### src/rtl/program_loader_pkg.sv
//==============================================================================
// Module  : program_loader_pkg
// Purpose : Shared types and constants for the instruction-memory program loader.
// Revision: 1.0 - initial release
//==============================================================================
`default_nettype none

package program_loader_pkg;

    localparam int         INST_W    = 13;
    localparam logic [7:0] RSVD_MASK = 8'hE0;

    typedef enum logic [2:0] {
        ST_IDLE  = 3'd0,
        ST_LO    = 3'd1,
        ST_HI    = 3'd2,
        ST_WRITE = 3'd3,
        ST_CHK   = 3'd4,
        ST_DONE  = 3'd5
    } state_t;

endpackage

`default_nettype wire

### src/rtl/loader_checksum.sv
//==============================================================================
// Module  : loader_checksum
// Purpose : 8-bit modulo-256 running sum of accepted data bytes.
// Revision: 1.0 - initial release
//==============================================================================
`default_nettype none

module loader_checksum (
    input  logic       clk,
    input  logic       reset,
    input  logic       clr,
    input  logic       add,
    input  logic [7:0] data,
    output logic [7:0] sum
);

    always_ff @(posedge clk or negedge reset) begin
        if (!reset) begin
            sum <= 8'h00;
        end else if (clr) begin
            sum <= 8'h00;
        end else if (add) begin
            sum <= sum + data;
        end
    end

endmodule

`default_nettype wire

### src/rtl/program_loader.sv
//==============================================================================
// Module  : program_loader
// Purpose : Streams bytes into 13-bit instruction memory while holding the CPU.
//           Optional trailing checksum byte: PROGRAM_LOADER_CHECKSUM_EN.
// Revision: 1.0 - initial release
//==============================================================================
`default_nettype none

module program_loader
    import program_loader_pkg::*;
#(
    parameter int ADDR_W = 8
) (
    input  logic              clk,
    input  logic              reset,
    input  logic              start,
    input  logic [ADDR_W:0]   load_len,
    input  logic              byte_valid,
    input  logic [7:0]        byte_data,
    output logic              byte_ready,
    output logic              mem_we,
    output logic [ADDR_W-1:0] mem_addr,
    output logic [INST_W-1:0] mem_wdata,
    output logic              cpu_hold,
    output logic              busy,
    output logic              done,
    output logic              err
);

    state_t              r_state;
    logic [ADDR_W-1:0]   r_last;
    logic [ADDR_W-1:0]   w_last;
    logic                w_xfer;

    // Any length with the top bit set is at least full depth, so it clamps to the last address.
    assign w_last = load_len[ADDR_W] ? {ADDR_W{1'b1}}
                                     : load_len[ADDR_W-1:0] - ADDR_W'(1);

    assign w_xfer = byte_valid && byte_ready;
    assign mem_we = (r_state == ST_WRITE);
    assign busy   = (r_state != ST_IDLE);
    assign done   = (r_state == ST_DONE);

`ifdef PROGRAM_LOADER_CHECKSUM_EN
    logic [7:0] w_sum;
    logic       w_accept;
    logic       w_data_xfer;

    assign w_accept    = start && (r_state == ST_IDLE);
    assign w_data_xfer = w_xfer && ((r_state == ST_LO) || (r_state == ST_HI));
    assign byte_ready  = (r_state == ST_LO) || (r_state == ST_HI) || (r_state == ST_CHK);

    loader_checksum u_checksum (
        .clk   (clk),
        .reset (reset),
        .clr   (w_accept),
        .add   (w_data_xfer),
        .data  (byte_data),
        .sum   (w_sum)
    );
`else
    assign byte_ready = (r_state == ST_LO) || (r_state == ST_HI);
`endif

    always_ff @(posedge clk or negedge reset) begin
        if (!reset) begin
            r_state   <= ST_IDLE;
            r_last    <= '0;
            mem_addr  <= '0;
            mem_wdata <= '0;
            cpu_hold  <= 1'b0;
            err       <= 1'b0;
        end else begin
            case (r_state)
                ST_IDLE: begin
                    if (start) begin
                        err <= 1'b0;
                        if (load_len == '0) begin
                            r_state <= ST_DONE;
                        end else begin
                            r_state  <= ST_LO;
                            mem_addr <= '0;
                            r_last   <= w_last;
                            cpu_hold <= 1'b1;
                        end
                    end
                end
                ST_LO: begin
                    if (w_xfer) begin
                        mem_wdata[7:0] <= byte_data;
                        r_state        <= ST_HI;
                    end
                end
                ST_HI: begin
                    if (w_xfer) begin
                        mem_wdata[INST_W-1:8] <= byte_data[4:0];
                        if ((byte_data & RSVD_MASK) != 8'h00) begin
                            err <= 1'b1;
                        end
                        r_state <= ST_WRITE;
                    end
                end
                ST_WRITE: begin
                    if (mem_addr == r_last) begin
`ifdef PROGRAM_LOADER_CHECKSUM_EN
                        r_state <= ST_CHK;
`else
                        r_state <= ST_DONE;
`endif
                    end else begin
                        mem_addr <= mem_addr + ADDR_W'(1);
                        r_state  <= ST_LO;
                    end
                end
`ifdef PROGRAM_LOADER_CHECKSUM_EN
                ST_CHK: begin
                    if (w_xfer) begin
                        if (byte_data != w_sum) begin
                            err <= 1'b1;
                        end
                        r_state <= ST_DONE;
                    end
                end
`endif
                ST_DONE: begin
                    cpu_hold <= 1'b0;
                    r_state  <= ST_IDLE;
                end
                default: begin
                    r_state <= ST_IDLE;
                end
            endcase
        end
    end

endmodule

`default_nettype wire

### config.mk
export PLATFORM = sky130hd
export DESIGN_NAME = program_loader
export DESIGN_NICKNAME = d
export VERILOG_FILES = /design/src/rtl/program_loader_pkg.sv /design/src/rtl/loader_checksum.sv /design/src/rtl/program_loader.sv
export SDC_FILE = /design/constraint.sdc
export NUM_CORES = 1
export LEC_CHECK = 0
export CAP_MARGIN = 10
export CORE_UTILIZATION = 28
export DETAILED_ROUTE_END_ITERATION = 10
export PLACE_DENSITY = 0.6
export SYNTH_ARGS = -nofsm -noshare
export SYNTH_HDL_FRONTEND = slang
export SYNTH_HIERARCHICAL = 1
export SYNTH_SLANG_ARGS = --single-unit
### constraint.sdc
create_clock -name clk -period 1.7 [get_ports clk]
set_clock_uncertainty 0.1 [all_clocks]
set_input_delay 0.255 -clock clk [delete_from_list [all_inputs] [get_ports clk]]
set_output_delay 0.255 -clock clk [all_outputs]
set_load 0.01 [all_outputs]
# After elaboration in Yosys (flattened, before gate mapping)

Cells that the tools add are included.

Flip-flop bits (word level): 34
Input bits: 21
Word-level logic and storage cells: 55

Add/sub/neg operators: 2
Eq/ne operators: 11
Mux-type cells: 18
Bitwise logic cells: 1
Reductions and logical operators: 16

Operator list:

| cell                  | count |
|---|---|
| $mux W8               | 4 |
| $pmux W8 S2           | 1 |
| $mux W3               | 5 |
| $pmux W3 S4           | 1 |
| $ne A2 B2 Y1 const B  | 5 |
| $logic_not A9 Y1      | 1 |
| $reduce_and A3 Y1     | 3 |
| $add A8 B1 Y8 const B | 1 |
| $eq A8 B8 Y1          | 1 |
| $reduce_and A4 Y1     | 2 |
| $reduce_bool A8 Y1    | 1 |
| $sub A8 B1 Y8 const B | 1 |
| $eq A3 B2 Y1 const B  | 2 |
| $reduce_bool A2 Y1    | 3 |
| $mux W1               | 5 |
| $pmux W1 S2           | 2 |
| $reduce_and A2 Y1     | 2 |
| $eq A3 B1 Y1 const B  | 1 |
| $eq A3 B3 Y1 const B  | 1 |
| $logic_not A3 Y1      | 1 |
| $reduce_bool A3 Y1    | 1 |
| $ne A2 B1 Y1 const B  | 1 |
| $logic_and A1 B1 Y1   | 1 |
| $logic_or A1 B1 Y1    | 1 |
| $not A1 Y1            | 1 |

# Logic depth before layout (Yosys ltp)

Gate-level depths: netlist of the first run.

Depth in word-level cells: 5
Gate-level depth with buffers: 7
Depth with buffers taken out: 6

# Least setup slack after synthesis of the first run

OpenSTA, ideal clock, no wires.

Kind: flip-flop to flip-flop
From: register r_state[1]
To: register mem_addr[2]
Setup time: 0.130 ns
Data arrival time: 1.585 ns
Setup slack: -0.115 ns
Cell stages (with the launch flop): 7
Buffers on the path: 2
Path through: dfrtp_1 -> buf_6 -> or4b_4 -> a21o_4 -> buf_6 -> a31oi_1 -> nand3_1

Word-level cells in the longest chain between the ends: 3

Ends and longest elaborated chain:

| what                                                                | RTL line              | text |
|---|---|---|
| start, declared                                                     | program_loader.sv:30  | `state_t r_state;` |
| start signal, assigned                                              | program_loader.sv:67  | `r_state <= ST_IDLE;` |
| start signal, assigned                                              | program_loader.sv:79  | `r_state <= ST_DONE;` |
| start signal, assigned                                              | program_loader.sv:81  | `r_state <= ST_LO;` |
| $eq A3 B2 Y1 or $logic_not A3 Y1 (tied branches)                    | program_loader.sv:74  | `case (r_state)` |
| $ne A2 B2 Y1 (no source line) or $reduce_bool A2 Y1 (tied branches) | -                     |  |
| $reduce_and A4 Y1 (no source line)                                  | -                     |  |
| end signal, assigned                                                | program_loader.sv:111 | `mem_addr <= mem_addr + ADDR_W'(1);` |
| end, declared                                                       | program_loader.sv:22  | `output logic [ADDR_W-1:0] mem_addr,` |

Parallel ways exist; a longest one is shown, timed or not.
A chain may end at the register's enable or synchronous reset.

# Worst setup path after layout of the first run

From: register r_state[1]
To: register mem_wdata[6]

Word-level cells in the longest chain between the ends: 4

Ends and longest elaborated chain:

| what                                         | RTL line                                   | text |
|---|---|---|
| $eq A3 B1 Y1 or $eq A3 B2 Y1 (tied branches) | program_loader.sv:62, program_loader.sv:74 |  |
| $logic_or A1 B1 Y1                           | program_loader.sv:62                       | `assign byte_ready = (r_state == ST_LO) \|\| (r_state == ST_HI);` |
| $logic_and A1 B1 Y1                          | program_loader.sv:39                       | `assign w_xfer = byte_valid && byte_ready;` |
| $reduce_and A2 Y1 (no source line) *         | -                                          |  |
| end signal, assigned                         | program_loader.sv:90                       | `mem_wdata[7:0] <= byte_data;` |
| end signal, assigned by index                | program_loader.sv:96                       | `mem_wdata[INST_W-1:8] <= byte_data[4:0];` |
| end, declared                                | program_loader.sv:23                       | `output logic [INST_W-1:0] mem_wdata,` |

Mark *: on every way between the ends. The rest lies on a longest branch, timed or not.

==> key figures, run 1 <==
Worst setup path
  – Critical Path Fanout Max: 8
  – Crit path top cell by count: buf_4
  – Arrival @ worst endpoint: 1920 ps
  – CP top delay family: buffers and inverters
  – Max incr delay on CP: 400 ps
  – Reg2reg end: mem_wdata[6]
  – Worst path depth: 8
  – Slowest CP cell: dfrtp_1
  – Worst R2R Path Depth: 8
  – Crit path required time: approximately 1800 ps
  – CP Class: reg -> reg
  – Flop-to-flop setup slack: -140 ps
  – Crit-path cells: buf_4, buf_4, and2b_1, buf_6, nand2_4, nor2_4, buf_12, mux2_2
  – Reg2reg start: r_state[1]
  – Worst path buffer plus inverter count: 4
  – Worst Setup End Kind: flop
  – CP startpoint kind: flop

Logic synthesis
  – Synthesized Nets: ~210
  – Synth warn: 6
  – Post-synth top flop: dfrtp_1
  – Post-synth cell types: 43
  – Area fraction of the dominant cell type after synthesis: 0.4573
  – Post-synth EDFFs: 0
  – Seq/Total Area, Yosys: 0.4573
  – Dominant cells by area after synthesis: dfrtp_1 (46%), mux2_2 (7.9%), xnor2_1 (5.6%)
  – Post-synth top cells: dfrtp_1 (34), nor2_1 (14), mux2_2 (13), nand2_1 (12), xnor2_1 (12)
  – Most common cell in the synthesized netlist: dfrtp_1
  – Post-synth ARST share: 1.000
  – Post-synthesis sequential element count: 34
  – Syn Area/Cell: 10.11 sq um
  – Netlist Area Pre-Place: 1861 sq um
  – Cells after Synth: 184
  – Synth area leader: dfrtp_1

Drt
  – DR vias/cell: approximately 4.9
  – 1st-iter DRT viols: 65
  – Pre-Repair DR Iteration Count: 4
  – Via count of the routed design: about 1700
  – Drt total wl: roughly 4900 um
  – DRC viols: 0
  – Antenna Nets Post-Route: 0
  – WL/cell: 13.81 um

Clock network
  – Worst skew pair latency: 290 ps
  – Clk sinks: 34
  – TritonCTS clock tree: yes
  – CTS Hold Bufs: 0
  – Root buffer cell: clkbuf_8
  – Total CTS buffers: 5
  – Reg clk slew, reported paths: 80 ps
  – Clock buffer depth: 2
  – H-tree depth: 2

Pwr
  – Clk pwr share: 0.132
  – Pint: 0.003104 W
  – Sw Pwr: 0.001686 W
  – Overall Power: roughly 0.0048 W
  – Register share of total power: 0.318
  – Comb power frac: 0.550
  – Net Sw Frac: 0.3520
  – P_leak: between 1 and 1.5 nW
  – Worst vdd ir: 0.8440 mV
  – Power per Cell Area: 1607 nW/um^2

Placement
  – HPWL Detailed: approximately 3300 um
  – RD Place Congestion: 0.7429
  – Cells after DPL: ~330
  – I/O Buffers: 47
  – Dpl cell area: 2648 sq um

Cells and area
  – Multi-input logic area: roughly 1000 sq um
  – Register area: 859.6 sq um
  – Final cell count without fillers: 354
  – Layout cell share with drive strength beyond 1: 0.3538
  – Final Instance Area: 2982 sq um
  – Fin nets: around 300
  – Ant diodes: 0
  – Area Overhead vs Synth: 60.26%
  – # fillers: 606

Die
  – # rows: 29
  – Die Y: around 84 um
  – Area of the core: roughly 6400 sq um
  – Die X: 83.52 um
  – Initial Util: 0.2913
  – Total die area: 6975 sq um
  – Top Ports: 48

Global route
  – Total gr overflow: 0
  – Vias in the first global route: 1684
  – Total GRT Usage: 0.1391
  – Largest net degree at the start of global routing: 35
  – First-pass GRT wire length: roughly 7800 um
  – Initial antenna violation count: 0

Timing
  – Rel. slew slack: 0.7771
  – Final setup viols: 28
  – Worst Tran Pin Value: 333.4 ps
  – Hold WS: roughly 230 ps
  – RSZ-0062 raised after global routing: yes
  – Part of the cycle the worst path needs: 1.085
  – Final worst setup slack: -144.9 ps
  – Min Clock Period, post-route: 1845 ps
  – FMAX: 0.5420 GHz
  – Fin. max-slew vios: 0
  – Fin. Hold Viols: 0

Min path
  – Hold Crit Class: in -> async

Outcome
  – Failing checks: negative setup slack
  – Status: finished, violations left

Run
  – Max Cap Viol: 0
## how the worst max path moves through the flow
stage,slack [ps],startpoint,endpoint
finish,-140,r_state[1],mem_wdata[6]
global route,-200,r_state[1],mem_wdata[6]
CTS,-140,r_state[0],mem_addr[5]
detailed placement,-370,load_len[0],mem_addr[5]
global placement,-360,load_len[0],mem_addr[5]
floorplan,-100,r_state[1],mem_addr[6]
## what timing repair did
action	in CTS	in global routing
buffers inserted	9	7
endpoints found under the setup margin	22	38
resized for setup	28	23
gates cloned	1	0
pin swaps	8	10
## per-layer routing
layer | track usage | up-vias | wire length [um]
li1 | - | 854 | -
met1 | 0.1887 | 824 | 2351
met2 | 0.2191 | 38 | 2328
met3 | 0.02572 | 2 | 165
met4 | 0.05701 | 0 | 43
met5 | 0 | - | 0
## logic make-up (layout without fill, tap and decap cells)
group	Yosys count	count (layout)	synth area share
multiplexers	14	14	0.08406
buffers and inverters	16	108	0.04304
adder cells (fa/ha/maj)	2	2	0.01345
XOR/XNOR	14	14	0.06591
AND/OR/NAND/NOR	71	71	0.2172
flip-flops	34	34	0.4573
AO/OA/AOI/OAI	33	34	0.1190
## layout by cell type (no fill, tap or decap), types with 8 or more instances in the layout
cell             Yosys  routed
a31oi_1             10       9
buf_4                1      41
clkdlybuf4s50_1      0      43
dfrtp_1             34      27
mux2_4               0       8
nand2_1             12      10
nand3_1              8       8
nand4_1              9       9
nor2_1              14      13
xnor2_1             12      12
## stage by stage
step           setup TNS [ps]    util  worst slack (ps)
3_5_place_dp            -5757  0.4146            -372.0
2_1_floorplan          -397.5       -            -100.4
5_1_grt                 -4299  0.4669            -197.8
4_1_cts                 -1802  0.4455            -139.7
6_report                -2950  0.4669            -144.9
3_3_place_gp            -5618  0.4146            -358.3
## flip-flops by register name, indices dropped and copies added, names as in the netlist
signal	cells
mem_addr	8
mem_wdata	13
r_state	3
cpu_hold	1
r_last	8
err	1
## power groups by stage
stage | registers [W] | clock network [W] | logic, W
6_report | 0.00153 | 0.000632 | 0.00263
5_1_grt | 0.00158 | 0.000687 | 0.00280
4_1_cts | 0.00153 | 0.000646 | 0.00234
3_5_place_dp | 0.00156 | 0 | 0.00214
3_3_place_gp | 0.00155 | 0 | 0.00211
2_1_floorplan | 0.00154 | 0 | 0.00105
## area by class of cell
| class | instances | share of cell area |
|---|---|---|
| clock buffer | 6 | 0.02770 |
| clock inverter | 2 | 0.004196 |
| inverter | 4 | 0.005036 |
| multi-input combinational | 135 | 0.3449 |
| sequential | 34 | 0.2883 |
| tap | 77 | 0.03231 |
| timing repair buffer | 96 | 0.2975 |
No activity file was read; power rests on OpenSTA's default activity.
==> run 2, diff against run 1 <==
Settings changed: ABC_AREA from default to 1, PLACE_DENSITY 0.6 to 0.59.
==> run 2 against run 1 <==
The run now ends clean. Worst setup slack improved by 160 ps. Register-to-register slack improved by 270 ps. Synthesized cell count rose by 38%. Combinational power fell by 18%. Sequential power fell by 12%. Sequential share of layout area fell by 0.68 points. Highest routed layer unchanged.
==> key figures, run 2 <==
Worst setup path
  – Critical Path Fanout Max: 3
  – Arrival @ worst endpoint: 1330 ps
  – CP startpoint kind: flop
  – CP Class: reg -> out
  – Worst Setup End Kind: output port
  – Flop-to-flop setup slack: 130 ps
  – Crit path required time: approximately 1300 ps

Drt
  – Antenna Nets Post-Route: 0
  – Via count of the routed design: just under 2000
  – Drt total wl: 5340 um
  – DRC viols: 0
  – DR vias/cell: 4.552
  – Pre-Repair DR Iteration Count: 4
  – 1st-iter DRT viols: 138
  – WL/cell: approximately 12 um

Logic synthesis
  – Post-synth top cells: nand2_1 (67), inv_1 (38), dfrtp_1 (34), o21ai_0 (26), nor2_1 (14)
  – Most common cell in the synthesized netlist: nand2_1
  – Post-synth top flop: dfrtp_1
  – Synth warn: 6
  – Post-synth cell types: 28
  – Synthesized Nets: ~280
  – Syn Area/Cell: 7.975 sq um
  – Post-synth EDFFs: 0
  – Seq/Total Area, Yosys: 0.4200
  – Post-synth ARST share: 1.000
  – Dominant cells by area after synthesis: dfrtp_1 (42%), nand2_1 (12%), inv_1 (7.0%)
  – Cells after Synth: ~250
  – Netlist Area Pre-Place: 2026 sq um
  – Area fraction of the dominant cell type after synthesis: 0.4200
  – Post-synthesis sequential element count: 34
  – Synth area leader: dfrtp_1

Timing
  – Fin. max-slew vios: 0
  – Final setup viols: 0
  – Fin. Hold Viols: 0
  – Part of the cycle the worst path needs: 0.9935
  – Rel. slew slack: 0.7770
  – Min Clock Period, post-route: 1689 ps
  – Worst Tran Pin Value: approximately 330 ps
  – FMAX: 0.5921 GHz
  – RSZ-0062 raised after global routing: yes

Die
  – Die X: 87.06 um
  – Top Ports: 48
  – # rows: 30
  – Die Y: 87.06 um
  – Initial Util: 0.2933
  – Area of the core: 6907 sq um
  – Total die area: 7579 sq um

Cells and area
  – Ant diodes: 0
  – Most common cell after layout, fill and taps aside: nand2_1
  – Biggest register: mem_wdata
  – Biggest regs: mem_wdata (13), mem_addr (8), r_last (8)
  – Commonest non-fill, non-tap cells in the layout: nand2_1 (66), clkdlybuf4s50_1 (43), inv_1 (36)
  – Max reg flops: 13
  – Layout cell share with drive strength beyond 1: 0.2566
  – Fin nets: 361
  – Final cell count without fillers: ~440
  – Register area: about 860 sq um
  – Area Overhead vs Synth: 50.52%
  – Multi-input logic area: 1025 sq um
  – # fillers: 691

Placement
  – Cells after DPL: 415
  – HPWL Detailed: 3797 um
  – RD Place Congestion: 0.7864
  – I/O Buffers: 47

Global route
  – Vias in the first global route: 1902
  – Largest net degree at the start of global routing: 26
  – Initial antenna violation count: 0
  – First-pass GRT wire length: between 8000 and 9000 um
  – Total gr overflow: 0
  – Total GRT Usage: 0.1487

Pwr
  – Power per Cell Area: 1461 nW/um^2
  – Worst vdd ir: 0.6836 mV
  – Overall Power: roughly 0.0045 W
  – P_leak: 1.450 nW

Outcome
  – Status: completed

Min path
  – Hold Crit Class: in -> async

Clock network
  – Clock buffer depth: 2
  – TritonCTS clock tree: yes
  – CTS Hold Bufs: 0
  – Total CTS buffers: 5
  – H-tree depth: 2
  – Clk sinks: 34
  – Reg clk slew, reported paths: about 80 ps
  – Root buffer cell: clkbuf_8
  – Worst skew pair latency: 290 ps

Run
  – Max Cap Viol: 0
run 2: path summary, 6_finish.rpt:
path	startpoint	endpoint	depth (start not counted)
setup / recovery	r_state[1]	busy	4
setup reg to reg	r_state[0]	mem_addr[6]	10
hold reg to reg	err	err	2
min in group clk	err	err	2
max in group asynchronous	reset	mem_addr[0]	2
hold / removal	reset	mem_wdata[2]	2
run 2: worst max-delay path: stages (launching register included):
cell	delay (ps)
dfrtp_1	410
buf_4	170
inv_2	100
nand2_4	80
dlygate4sd2_1	290
run 2: logic make-up (layout without fill, tap and decap cells):
logic type      after synthesis  after routing  share of synthesized area
simple gates                123            125                     0.3107
buf+inv                      46            129                    0.09821
compound gates               39             39                     0.1118
flops                        34             34                     0.4200
xor+xnor                      7              7                    0.03027
mux                           3              3                    0.01668
fa+ha+maj                     2              2                    0.01235
run 2: metal layers:
layer,GRT usage,wire length [um],up-vias
li1,-,-,988
met1,0.1871,2422,923
met2,0.2369,2468,57
met3,0.04360,324,12
met4,0.06364,124,0
met5,0,0,-
run 2: power breakdown:
group	switching, W	internal, W	leakage [nW]
combinational	0.00109	0.00108	0.965
clock	0.000318	0.000626	0.0714
sequential	0.000230	0.00112	0.414
run 2: cell type report:
class	count	share of cell area
Sequential cell	34	0.2815
Clock inverter	2	0.01970
Inverter	41	0.05375
Timing Repair Buffer	80	0.2425
Tap cell	96	0.03939
Clock buffer	6	0.02708
Multi-Input combinational cell	176	0.3361
run 2: what timing repair did:
action | in CTS | in global routing
buffers inserted | 3 | 8
setup endpoints to repair | 9 | 29
resized for setup | 21 | 9
pin swaps | 0 | 3
cloned | 0 | 2
run 2: metrics by stage:
step           TNS, ps  worst slack, ps  utilization  instance area [sq um]  hold WS [ps]
2_1_floorplan        0            249.4            -                   2026        -140.6
6_report             0            11.10       0.4415                   3049         170.8
3_3_place_gp     -3091           -230.6       0.4016                   2774         367.9
4_1_cts        -0.1426          -0.1426       0.4266                   2947         170.3
3_5_place_dp     -3741           -263.2       0.4016                   2774         378.6
5_1_grt         -100.3           -46.63       0.4415                   3049         188.9
==> run 3, diff against run 2 <==
Settings changed: CORE_MARGIN from default to 2, PLACE_DENSITY 0.59 to 0.57.
Clock period 1.7 ns to 1.74 ns, I/O delays scaled along.
==> run 3 against run 2 <==
Combinational power down 15%. Clock-buffer cell count unchanged. Core utilization decreased by 4.3 points. Hold slack gained 110 ps. Design area down 6.7%. Via count decreased by 8.3%. First-iteration DRC count down 33%. Die area up 4.6%. Register-to-register slack lost 30 ps. Non-clock buffer count is 13 lower. Critical path type unchanged. Largest cell class unchanged.
==> key figures, run 3 (synthesis results as in run 2) <==
Cells and area
  – Biggest register: mem_wdata
  – Ant diodes: 0
  – Final Instance Area: approximately 2800 sq um
  – Commonest non-fill, non-tap cells in the layout: nand2_1 (65), clkdlybuf4s50_1 (43), inv_1 (38)
  – Layout cell share with drive strength beyond 1: 0.2191
  – Fin util: 0.3987
  – Area Overhead vs Synth: 40.46%
  – Most common cell after layout, fill and taps aside: nand2_1
  – Biggest regs: mem_wdata (13), mem_addr (8), r_last (8)
  – Fin nets: between 300 and 400
  – Max reg flops: 13

Drt
  – Pre-Repair DR Iteration Count: 4
  – Via count of the routed design: 1816
  – 1st-iter DRT viols: 93
  – WL/cell: 11.06 um
  – DRC viols: 0
  – Antenna Nets Post-Route: 0
  – Drt total wl: 4680 um
  – DR vias/cell: about 4.3

Worst setup path
  – Critical Path Fanout Max: 3
  – Worst Setup End Kind: output port
  – Reg2reg start: r_state[0]
  – CP Class: reg -> out
  – Reg2reg end: r_last[0]
  – Worst R2R Path Depth: 11
  – Crit path required time: 1380 ps
  – Worst setup path startpoint: r_state[0]
  – Arrival @ worst endpoint: roughly 1400 ps
  – Flop-to-flop setup slack: 100 ps
  – CP startpoint kind: flop

Global route
  – Vias in the first global route: 1992
  – Total GRT Usage: 0.1331
  – Total gr overflow: 0
  – First-pass GRT wire length: 8390 um
  – Largest net degree at the start of global routing: 35
  – Initial antenna violation count: 0

Placement
  – RD Place Congestion: 0.8361
  – I/O Buffers: 47
  – HPWL Detailed: 3662 um
  – Dpl cell area: between 2000 and 3000 sq um
  – Worst slack, placed: -222.2 ps

Timing
  – Final worst setup slack: roughly 10 ps
  – Min Clock Period, post-route: 1730 ps
  – Rel. slew slack: 0.7095
  – FMAX: 0.5780 GHz
  – Part of the cycle the worst path needs: 0.9943
  – Worst Tran Pin Value: 435.7 ps
  – Final setup viols: 0
  – RSZ-0062 raised after global routing: yes
  – Fin. max-slew vios: 0
  – Fin. Hold Viols: 0

Pwr
  – P_leak: 1.340 nW
  – Worst vdd ir: 0.7160 mV
  – Power per Cell Area: 1318 nW/um^2

Die
  – Initial Util: 0.2838
  – Total die area: 7931 sq um
  – # rows: 31
  – Die Y: 89.06 um
  – Die X: 89.06 um
  – Top Ports: 48
  – Area of the core: about 7100 sq um

Clock network
  – Clk sinks: 34
  – Root buffer cell: clkbuf_8
  – TritonCTS clock tree: yes
  – Clock buffer depth: 2
  – H-tree depth: 2
  – Total CTS buffers: 5
  – Worst skew pair latency: roughly 280 ps
  – Reg clk slew, reported paths: about 70 ps

Run
  – Max Cap Viol: 0

Outcome
  – Status: completed

Min path
  – Hold Crit Class: in -> async
==> run 3: changes by cell type in the layout (fill, tap and decap cells not counted), sizes merged <==
| cell | before | now |
|---|---|---|
| buf | 35 | 20 |
| bufinv | 2 | 0 |
| clkbuf | 6 | 8 |
| clkinv | 0 | 1 |
| clkinvlp | 0 | 1 |
| nand2 | 76 | 75 |
| nand4 | 13 | 12 |
==> run 3: metrics by stage <==
stage                     hold slack [ps]  setup TNS [ps]  total power (W)  cells
after floorplan                    -134.6               0         0.002372    254
after global placement              371.6           -2111         0.003124    413
after detailed placement            376.8           -3057         0.003131    413
after CTS                           291.6          -35.87         0.003783    423
after global routing                327.1          -54.74         0.004086    423
final                               285.3               0         0.003751    423
==> run 3: worst max path at each step <==
stage / endpoint / slack, ps
CTS: busy / -20
detailed placement: r_last[0] / -220
finish: byte_ready / 10
floorplan: cpu_hold / 280
global route: byte_ready / -50
global placement: r_last[0] / -150
==> run 3: cell type report <==
type	count	area (sq um)
clock buffer	6	82.58
tap	99	123.9
fill	765	4292
inverter	41	163.9
sequential	34	858.3
clock inverter	2	12.51
multi-input combinational	174	993.5
timing repair buffer	67	610.6
==> run 3: power breakdown <==
group | switching (W) | leakage [nW] | internal, W
Clock | 0.000285 | 0.0472 | 0.000318
Sequential | 0.000227 | 0.414 | 0.00109
Combinational | 0.000941 | 0.879 | 0.000887
==> run 3: routing by layer <==
metal  track usage  vias up  wire [um]
li1              -      954          -
met1        0.1580      813       2177
met5             0        -          0
met2        0.2327       45       2211
met4       0.03528        0         40
met3       0.04247        4        250
==> run 3: what timing repair did <==
item	4_1_cts	5_1_grt
hold buffers	0	0
resized for setup	11	12
setup endpoints to repair	5	14
pin swaps	1	0
setup buffers	2	0
hold endpoints to repair	0	0
==> run 3: worst max-delay path: stages, from the launching register on <==
cell and delay [ps]:
dfrtp_1 410, buf_4 150, nor2_2 120, nand2_1 110
nand2_2 80, clkdlybuf4s15_2 220
